`src/rtl/spio_ledarb_pkg.sv`:
```
// spio_pkg: arbiter states and Wishbone constants shared by the spio LED arbiter files.
package spio_pkg;

   typedef enum logic [1:0] {
      ST_IDLE  = 2'd0,
      ST_WRITE = 2'd1,
      ST_OWN   = 2'd2
   } spio_state_e;

   localparam logic [3:0] SPIO_LED_SEL  = 4'b0011;
   localparam logic [3:0] SPIO_WD_LIMIT = 4'd15;

endpackage

```
`src/rtl/spio_ledarb_if.sv`:
```
// spio_ledarb_if: Wishbone write path between the LED arbiter (master) and the spio slave port.
interface spio_ledarb_if;

   logic        cyc;
   logic        stb;
   logic        we;
   logic [31:0] data;
   logic [3:0]  sel;
   logic        stall;
   logic        ack;

   modport master (output cyc, stb, we, data, sel, input stall, ack);
   modport slave  (input cyc, stb, we, data, sel, output stall, ack);

endinterface

```
`src/rtl/spio_ledarb_rrpick.sv`:
```
// spio_rrpick: combinational round-robin picker; the first request strictly after ptr wins (wrapping).
module spio_rrpick
   import spio_pkg::*;
#(
   parameter int  NREQ = 4,
   localparam int PW   = (NREQ > 1) ? $clog2(NREQ) : 1
) (
   input  logic [NREQ-1:0] req,
   input  logic [PW-1:0]   ptr,
   output logic [NREQ-1:0] gnt,
   output logic            valid
);

   logic [PW-1:0] idx;

   // The pointer itself is visited last, so the previous winner has lowest priority.
   always_comb begin
      gnt   = '0;
      valid = 1'b0;
      idx   = '0;
      for (int i = 1; i <= NREQ; i++) begin
         idx = PW'((int'(ptr) + i) % NREQ);
         if (!valid && req[idx]) begin
            gnt[idx] = 1'b1;
            valid    = 1'b1;
         end
      end
   end

endmodule

```
`src/rtl/spio_ledarb.sv`:
```
// spio_ledarb: round-robin LED ownership scheduler issuing masked Wishbone writes to spio.
// Define SPIO_LEDARB_TIMEOUT_EN to add a bus watchdog that aborts and retries stuck writes.
module spio_ledarb
   import spio_pkg::*;
#(
   parameter int               NREQ     = 4,
   parameter int               NLEDS    = 8,
   parameter int               HOLDW    = 24,
   parameter logic [HOLDW-1:0] MIN_HOLD = 24'd100000
) (
   input  logic                  i_clk,
   input  logic                  i_reset_n,
   input  logic [NREQ-1:0]       i_req,
   input  logic [NREQ*NLEDS-1:0] i_led,
   input  logic [NREQ-1:0]       i_upd,
   output logic [NREQ-1:0]       o_gnt,
   spio_ledarb_if.master         wb,
   output logic                  o_busy,
   output logic                  o_err
);

   localparam int         PW       = (NREQ > 1) ? $clog2(NREQ) : 1;
   localparam logic [7:0] LED_MASK = 8'((9'd1 << NLEDS) - 9'd1);

   spio_state_e      state_q, state_d;
   logic [NREQ-1:0]  gnt_q, gnt_d;
   logic [PW-1:0]    ptr_q, ptr_d;
   logic [HOLDW-1:0] hold_q, hold_d, hold_inc;
   logic             pend_q, pend_d;
   logic             cyc_q, cyc_d, stb_q, stb_d;
   logic [31:0]      data_q, data_d;
   logic [NREQ-1:0]  pick_gnt;
   logic             pick_any;
   logic [PW-1:0]    win_idx;
   logic [7:0]       win_pat, own_pat;
   logic             held, owner_req, owner_upd;
`ifdef SPIO_LEDARB_TIMEOUT_EN
   logic [3:0]       wd_q, wd_d;
   logic             err_q, err_d;
`endif

   // The current owner is masked out so a pick in OWN always means a different requester.
   spio_rrpick #(.NREQ(NREQ)) u_pick (
      .req   (i_req & ~gnt_q),
      .ptr   (ptr_q),
      .gnt   (pick_gnt),
      .valid (pick_any)
   );

   assign hold_inc  = (&hold_q) ? hold_q : hold_q + 1'b1;
   assign held      = (hold_q >= MIN_HOLD);
   assign owner_req = |(i_req & gnt_q);
   assign owner_upd = |(i_upd & gnt_q);

   always_comb begin
      win_idx = '0;
      for (int k = 0; k < NREQ; k++)
         if (pick_gnt[k]) win_idx = PW'(k);
      win_pat = '0;
      own_pat = '0;
      win_pat[NLEDS-1:0] = i_led[int'(win_idx)*NLEDS +: NLEDS];
      own_pat[NLEDS-1:0] = i_led[int'(ptr_q)*NLEDS +: NLEDS];
   end

   always_comb begin
      state_d = state_q;
      gnt_d   = gnt_q;
      ptr_d   = ptr_q;
      hold_d  = hold_q;
      pend_d  = pend_q;
      cyc_d   = cyc_q;
      stb_d   = stb_q;
      data_d  = data_q;
`ifdef SPIO_LEDARB_TIMEOUT_EN
      wd_d    = wd_q;
      err_d   = 1'b0;
`endif
      case (state_q)
         ST_IDLE: begin
            if (pick_any) begin
               gnt_d   = pick_gnt;
               ptr_d   = win_idx;
               data_d  = {16'h0, LED_MASK, win_pat};
               hold_d  = '0;
               pend_d  = 1'b0;
               cyc_d   = 1'b1;
               stb_d   = 1'b1;
               state_d = ST_WRITE;
`ifdef SPIO_LEDARB_TIMEOUT_EN
               wd_d    = '0;
`endif
            end
         end
         ST_WRITE: begin
            hold_d = hold_inc;
            if (owner_upd) pend_d = 1'b1;
            if (stb_q && !wb.stall) stb_d = 1'b0;
            if (wb.ack) begin
               cyc_d   = 1'b0;
               stb_d   = 1'b0;
               state_d = ST_OWN;
            end
`ifdef SPIO_LEDARB_TIMEOUT_EN
            else if (wd_q == SPIO_WD_LIMIT - 4'd1) begin
               cyc_d   = 1'b0;
               stb_d   = 1'b0;
               err_d   = 1'b1;
               pend_d  = 1'b1;
               state_d = ST_OWN;
            end else begin
               wd_d = wd_q + 4'd1;
            end
`endif
         end
         ST_OWN: begin
            // Release and preemption only once the ownership window has elapsed.
            if (held && (pick_any || !owner_req)) begin
               if (pick_any) begin
                  gnt_d   = pick_gnt;
                  ptr_d   = win_idx;
                  data_d  = {16'h0, LED_MASK, win_pat};
                  hold_d  = '0;
                  pend_d  = 1'b0;
                  cyc_d   = 1'b1;
                  stb_d   = 1'b1;
                  state_d = ST_WRITE;
`ifdef SPIO_LEDARB_TIMEOUT_EN
                  wd_d    = '0;
`endif
               end else begin
                  gnt_d   = '0;
                  hold_d  = '0;
                  pend_d  = 1'b0;
                  state_d = ST_IDLE;
               end
            end else if (owner_upd || pend_q) begin
               data_d  = {16'h0, LED_MASK, own_pat};
               pend_d  = 1'b0;
               hold_d  = hold_inc;
               cyc_d   = 1'b1;
               stb_d   = 1'b1;
               state_d = ST_WRITE;
`ifdef SPIO_LEDARB_TIMEOUT_EN
               wd_d    = '0;
`endif
            end else begin
               hold_d = hold_inc;
            end
         end
         default: state_d = ST_IDLE;
      endcase
   end

   always_ff @(posedge i_clk or negedge i_reset_n) begin
      if (!i_reset_n) begin
         state_q <= ST_IDLE;
         gnt_q   <= '0;
         ptr_q   <= PW'(NREQ - 1);
         hold_q  <= '0;
         pend_q  <= 1'b0;
         cyc_q   <= 1'b0;
         stb_q   <= 1'b0;
         data_q  <= '0;
`ifdef SPIO_LEDARB_TIMEOUT_EN
         wd_q    <= '0;
         err_q   <= 1'b0;
`endif
      end else begin
         state_q <= state_d;
         gnt_q   <= gnt_d;
         ptr_q   <= ptr_d;
         hold_q  <= hold_d;
         pend_q  <= pend_d;
         cyc_q   <= cyc_d;
         stb_q   <= stb_d;
         data_q  <= data_d;
`ifdef SPIO_LEDARB_TIMEOUT_EN
         wd_q    <= wd_d;
         err_q   <= err_d;
`endif
      end
   end

   assign o_gnt   = gnt_q;
   assign wb.cyc  = cyc_q;
   assign wb.stb  = stb_q;
   assign wb.we   = cyc_q;
   assign wb.data = data_q;
   assign wb.sel  = cyc_q ? SPIO_LED_SEL : 4'b0000;
   assign o_busy  = (state_q == ST_WRITE);
`ifdef SPIO_LEDARB_TIMEOUT_EN
   assign o_err   = err_q;
`else
   assign o_err   = 1'b0;
`endif

endmodule

```
`src/flat_wrapper.sv`:
```
// flat-port wrapper written by rule: the top's interface ports become plain ports
module spio_ledarb_flat import spio_pkg::*;
#(
   parameter int               NREQ     = 4,
   parameter int               NLEDS    = 8,
   parameter int               HOLDW    = 24,
   parameter logic [HOLDW-1:0] MIN_HOLD = 24'd100000
)
  (i_clk, i_reset_n, i_req, i_led, i_upd, o_gnt, o_busy, o_err, wb_cyc, wb_stb, wb_we, wb_data, wb_sel, wb_stall, wb_ack);
  spio_ledarb_if wb_i ();
  input  logic i_clk;
  input  logic i_reset_n;
  input  logic [NREQ-1:0] i_req;
  input  logic [NREQ*NLEDS-1:0] i_led;
  input  logic [NREQ-1:0] i_upd;
  output logic [NREQ-1:0] o_gnt;
  output logic o_busy;
  output logic o_err;
  output wire logic [$bits(wb_i.cyc)-1:0] wb_cyc;
  output wire logic [$bits(wb_i.stb)-1:0] wb_stb;
  output wire logic [$bits(wb_i.we)-1:0] wb_we;
  output wire logic [$bits(wb_i.data)-1:0] wb_data;
  output wire logic [$bits(wb_i.sel)-1:0] wb_sel;
  input wire logic [$bits(wb_i.stall)-1:0] wb_stall;
  input wire logic [$bits(wb_i.ack)-1:0] wb_ack;
  assign wb_cyc = wb_i.cyc;
  assign wb_stb = wb_i.stb;
  assign wb_we = wb_i.we;
  assign wb_data = wb_i.data;
  assign wb_sel = wb_i.sel;
  assign wb_i.stall = wb_stall;
  assign wb_i.ack = wb_ack;
  spio_ledarb #(.NREQ(NREQ), .NLEDS(NLEDS), .HOLDW(HOLDW), .MIN_HOLD(MIN_HOLD)) u_core (.i_clk(i_clk), .i_reset_n(i_reset_n), .i_req(i_req), .i_led(i_led), .i_upd(i_upd), .o_gnt(o_gnt), .wb(wb_i), .o_busy(o_busy), .o_err(o_err));
endmodule
```
`config.mk`:
```
export PLATFORM = sky130hd
export DESIGN_NAME = spio_ledarb_flat
export DESIGN_NICKNAME = d
export VERILOG_FILES = /design/src/rtl/spio_ledarb_pkg.sv /design/src/rtl/spio_ledarb_if.sv /design/src/rtl/spio_ledarb_rrpick.sv /design/src/rtl/spio_ledarb.sv /design/src/flat_wrapper.sv
export SDC_FILE = /design/constraint.sdc
export NUM_CORES = 1
export LEC_CHECK = 0
export CAP_MARGIN = 25
export CORE_ASPECT_RATIO = 0.75
export CORE_MARGIN = 1
export CORE_UTILIZATION = 35
export CTS_CLUSTER_DIAMETER = 80
export CTS_CLUSTER_SIZE = 10
export DETAILED_ROUTE_END_ITERATION = 10
export MAX_ROUTING_LAYER = met4
export PLACE_DENSITY = 0.64
export SLEW_MARGIN = 20
export SYNTH_ARGS = -nofsm -noshare
export SYNTH_HDL_FRONTEND = slang
export SYNTH_SLANG_ARGS = --single-unit
```
`constraint.sdc`:
```
create_clock -name i_clk -period 3.55 [get_ports i_clk]
set_clock_uncertainty 0.2 [all_clocks]
set_input_delay 0.71 -clock i_clk [delete_from_list [all_inputs] [get_ports i_clk]]
set_output_delay 0.71 -clock i_clk [all_outputs]
set_load 0.01 [all_outputs]
```
* Word-level counts from Yosys, hierarchy flattened *
Cells that the tools add are included.

storage, ports and cells
  bits in registers = 67
  bits of input ports = 44
  output and inout bits = 45
  logic and storage cells = 133

cells by class
  $add $sub $neg = 5
  order comparisons = 9
  eq/ne operators = 8
  shifts and indexed selects = 2
  muxes and demuxes = 64
  bitwise logic cells = 7
  reduce and logical (&&, ||, !) cells = 30

operator list
  operator               count
  $mux 32                3
  $mux 24                3
  $pmux 24 s3            1
  $pmux 32 s2            1
  $shiftx 32x6->8        2
  $mux 4                 7
  $mux 1                 26
  $add 24x1->24 const B  1
  $ge 24x17->1 const B   1
  $reduce_and 24->1      1
  $mux 2                 9
  $and 4x4->4            3
  $lt 2x3->1 const B     4
  $or 4x4->4             3
  $reduce_and 3->1       4
  $logic_and 1x1->1      9
  $pmux 1 s3             3
  $bmux 1 s2             4
  $demux 1 s2            4
  $ge 2x1->1 const B     4
  $ne 2x1->1 const B     4
  $pmux 4 s2             1
  $reduce_or 4->1        2
  $ne 3x1->1 const B     2
  14 further kinds       23

* Logic depth before layout (Yosys ltp) *
  word-level depth = 21
  depth in mapped cells = 10

* Modules after synthesis *
Synthesis repeated with hierarchy kept, for this count alone.

second synthesis, totals
  cell total of the unflattened synthesis = 432
  area, all modules = 4135.2 µm²

modules (own cells, without submodules)
  module       times used  cells each  area each (µm²)  sequential area each (µm²)
  spio_ledarb  1           384         3719.8           1679.1
  spio_rrpick  1           48          415.4            0.0

* Least setup slack after synthesis *
OpenSTA, ideal clock, no wires.

  path kind = flip-flop to flip-flop
  start = register u_core.ptr_q[0]
  end = register u_core.gnt_q[1], in the netlist u_core.o_gnt[1]
  data arrival time = 2498 ps
  slack = 727 ps
  stages on the path, launching flop included = 9
  buffers on the path = 2
  clock period less this slack = 2823 ps
  cells stage by stage = dfstp_2 inv_1 ha_1 mux4_2 a22o_1 buf_6 buf_8 or3_1 mux2_4

on the way
  word-level cells in the longest chain between the ends = 17
  elaborated cells between the ends (all ways) = 58
  those cells by class = add/sub: 4; order compare: 8; eq/ne: 2; mux: 28; bitwise: 3; reduce/logical: 13

RTL lines
  element                                                              RTL line            text
  start: declaration                                                   spio_ledarb.sv:27   logic [PW-1:0] ptr_q, ptr_d;
  start signal: assignment                                             spio_ledarb.sv:158  ptr_q <= PW'(NREQ - 1);
  start signal: assignment                                             spio_ledarb.sv:171  ptr_q <= ptr_d;
  parallel branches: the longest is 17 deep, another holds $lt 2x3->1  -
  end signal: assignment                                               spio_ledarb.sv:170  gnt_q <= gnt_d;
  end: declaration                                                     spio_ledarb.sv:26   logic [NREQ-1:0] gnt_q, gnt_d;

Several ways; the timed one is not identified. The select of a mux whose other input is x is not followed.
A chain may end at the register's enable or synchronous reset.

* Worst setup path in the final report *
  start = input i_req[2]
  end = register u_core.data_q[6], in the netlist u_core.wb.data[6]

on the way
  word-level cells in the longest chain between the ends = 20
  elaborated cells between the ends (all ways) = 40
  those cells by class = eq/ne: 1; shift: 1; mux: 22; bitwise: 5; reduce/logical: 11

RTL lines
  element                       RTL line                               text
  start: declaration            flat_wrapper.sv:13                     input logic [NREQ-1:0] i_req;
  $and 4x4->4                   spio_ledarb.sv:44                      .req (i_req & ~gnt_q),
  $bmux 1 s2                    spio_ledarb_rrpick.sv:23               if (!valid && req[idx]) begin
  $mux 1 (not written as such)  spio_ledarb_rrpick.sv:23
  $mux 1                        spio_ledarb_rrpick.sv:23
  $logic_not 1->1               spio_ledarb_rrpick.sv:23
  $logic_and 1x1->1             spio_ledarb_rrpick.sv:23
  $mux 1                        spio_ledarb_rrpick.sv:23
  $logic_not 1->1               spio_ledarb_rrpick.sv:23
  [... 3 more ...]              -
  $logic_and 1x1->1             spio_ledarb_rrpick.sv:23
  $mux 4                        spio_ledarb_rrpick.sv:23
  $mux 1                        spio_ledarb.sv:58                      if (pick_gnt[k]) win_idx = PW'(k);
  $mux 2 (2 in series)          spio_ledarb.sv:58
  $shiftx 32x6->8               spio_ledarb.sv:61                      win_pat[NLEDS-1:0] = i_led[int'(win_idx)*NLEDS +: NLEDS];
  $mux 32                       spio_ledarb.sv:80, spio_ledarb.sv:118
  $mux 32                       spio_ledarb.sv:117                     if (held && (pick_any || !owner_req)) begin
  $pmux 32 s2                   spio_ledarb.sv:78                      case (state_q)
  end signal: assignment        spio_ledarb.sv:176                     data_q <= data_d;
  end: declaration              spio_ledarb.sv:31                      logic [31:0] data_q, data_d;

Several ways; a longest one is shown, not always the timed one. The select of a mux whose other input is x is not followed.

==> results.cfg <==
[routing]
first_iter_violations = 255
drc_errors = 0
wl_per_cell_um = 16.3
wirelength_um = 10800
final_antenna_net_count = 0
viasPerCell = 5.39
vias = 3583
first_pass_iters = 4

[logic_synthesis]
yosysTopAreaCell = dfrtp_1
synth_flop_cell = dfrtp_1
synth_commonest_cells = dfrtp_1, nor2_1, nand2_1, nand3_1, nor2b_1
seq_area_frac_synth_pct = 40.5
synth.distinct_cells = 64
post-synth-top-count-cell = dfrtp_1
synth_edf_count = 0
ys_ff_latch = 67
synth_warnings = 0
synth.avg_cell_area_sq_um = 10.1
synth.area.top_cells = dfrtp_1, mux4_2, ha_1
synthCells = 410
ys_async_sr_fraction_pct = 100
syn-cell-area_sq_um = 4150
synth_top_area_share_pct = 39.2

[floorplan]
die_h_um = 96.2
rows = 34
core_area_sq_um = 11600
initial_core_util_pct = 35.8
io_pins = 89
die_area_sq_um = 12300
die_w_um = 128

[worst_setup_path]
rrSetupSlack_ps = 360
r2r_cells = 8
slowest_stage = a2111oi_0
cp_max_fo = 9
crit_required_ps = 3590
worstPathArrival_ps = 3370
reg2reg_from = u_core.ptr_q[0]
crit_chain = clkdlybuf4s50_1, nor2b_1, nand3_1, a2111oi_0, or2_1, a221o_1, nand3_1, a41oi_1
crit_family = compound AO/OA/AOI/OAI gates
worst-setup-path-type = input port to flip-flop
crit_buf_inv = 1
cpMostUsedCell = nand3_1
max_stage_delay_ps = 590
worstSetupEndpointType = flip-flop
cp-start-kind = input port
r2r_end = u_core.wb.data[6]

[layout]
fin_util_pct = 47.7
diodes = 0
syn_to_final_growth_pct = 33.2
drive_above_1_share_pct = 14.9
fin_nets = 557
num-fill-cells = 1081

[timing]
drv_slew = 0
rsz0062_at_grt = false
period_minus_slack_ps = 3330
fmax_ghz = 0.301
finalCritPeriodShare_pct = 93.7
setup_viol = 0
worst_pin_slew_ps = 969
hold_violations = 0
slew_headroom_pct = 35.2

[clocking]
numCtsBuffers = 9
insertion_delay_ps = 330
tritoncts = done
cts.path.max_buffers = 2
clk_pin_slew_worst_paths_ps = 60
h-tree-depth = 3
root_buffer = clkbuf_16
clock-sinks = 67

[global_route]
track_usage_pct = 18.9
grt_max_degree = 68
grt_first_pass_wirelength_um = 17400
grt_pass1_vias = 3462
overflow = 0
antenna_found_initial = 0

[power]
power_leakage_nw = 2.23
power.density_nw_per_um2 = 804
irDropWorstVdd_mv = 0.399
power_mw = 4.44

[run_status]
status = finished, final reports clean

[placed_design]
gp_congestion = 0.882
dp_hpwl_um = 7690
io_buffers = 85

[hold_path]
min_path_type = input port to async pin

[job]
maxCapViolCount = 0
metal layers:
layer,global-route usage (%),up-vias,share of wire (%)
met4,5.29,0,0.84
met3,4.50,9,7.1
li1,-,1680,-
met5,-,-,0
met2,29.1,153,44
met1,24.9,1741,48
state kept, by name (all words and copies together) (netlist names):
signal / count
u_core.ptr_q: 2
u_core.hold_q: 24
u_core.state_q: 2
u_core.wb.data: 32
u_core.wb.cyc: 1
u_core.pend_q: 1
u_core.wb.stb: 1
u_core.o_gnt: 4
how the worst max path moves through the flow:
stage / depth (start not counted) / start / endpoint
floorplan: 8 / u_core.ptr_q[0] / u_core.o_gnt[1]
global placement: 7 / i_req[1] / u_core.wb.data[4]
detailed placement: 7 / i_req[1] / u_core.wb.data[6]
CTS: 8 / u_core.ptr_q[0] / u_core.wb.data[6]
global route: 8 / i_req[2] / u_core.wb.data[6]
finish: 8 / i_req[2] / u_core.wb.data[6]
area by class of cell:
cell class / count / area, sq um / share of cell area, %
Clock buffer: 10 / 239 / 4.33
Multi-Input combinational cell: 305 / 2250 / 40.8
Sequential cell: 67 / 1680 / 30.4
Timing Repair Buffer: 102 / 1040 / 18.8
Inverter: 13 / 48.8 / 0.884
Clock inverter: 6 / 63.8 / 1.16
Tap cell: 162 / 203 / 3.67
cells in the final DEF (no fill, tap or decap), types with 8 or more instances in the layout:
| cell | instances |
|---|---|
| o31a_1 | 8 |
| buf_4 | 12 |
| o22ai_1 | 8 |
| ha_1 | 15 |
| nand3_1 | 22 |
| o211ai_1 | 9 |
| a21oi_1 | 19 |
| nor3_1 | 9 |
| nor2b_1 | 21 |
| or2_2 | 8 |
| nand4_1 | 8 |
| inv_1 | 13 |
| dfrtp_1 | 65 |
| clkdlybuf4s50_1 | 84 |
| nor2_1 | 31 |
| clkbuf_16 | 9 |
| mux4_2 | 10 |
| xor2_1 | 10 |
| nand2_1 | 25 |
| nor4b_2 | 8 |
logic make-up (layout without fill, tap and decap cells):
family,Yosys count,count (layout),share of synthesized area [%]
AO/OA/AOI/OAI,95,95,17.3
adder cells (fa/ha/maj),15,15,4.53
other,1,3,0.0905
AND/OR/NAND/NOR,163,163,22.4
flip-flops,67,67,40.5
buffers and inverters,40,131,5.46
XOR/XNOR,17,17,3.59
multiplexers,12,12,6.07
metrics by stage:
stage	setup WS, ps	std cells	instance area (sq um)	hold WS (ps)	TNS (ps)
floorplan	727	412	4150	214	0
global route	11.2	665	5520	221	0
global placement	78.9	648	5200	250	0
finish	223	665	5520	187	0
CTS	274	664	5500	210	0
detailed placement	-77.4	648	5200	253	-395
report_power, final:
group	internal, mW	switching, mW
Sequential	0.906	0.129
Clock	0.562	0.338
Combinational	1.12	1.38
repair_timing:
action / 4_1_cts / 5_1_grt
buffers inserted: 0 / 1
gates resized for setup: 0 / 0
hold buffers: 0 / 0
endpoints found under the setup margin: 0 / 4
No activity file was read; power rests on OpenSTA's default activity.
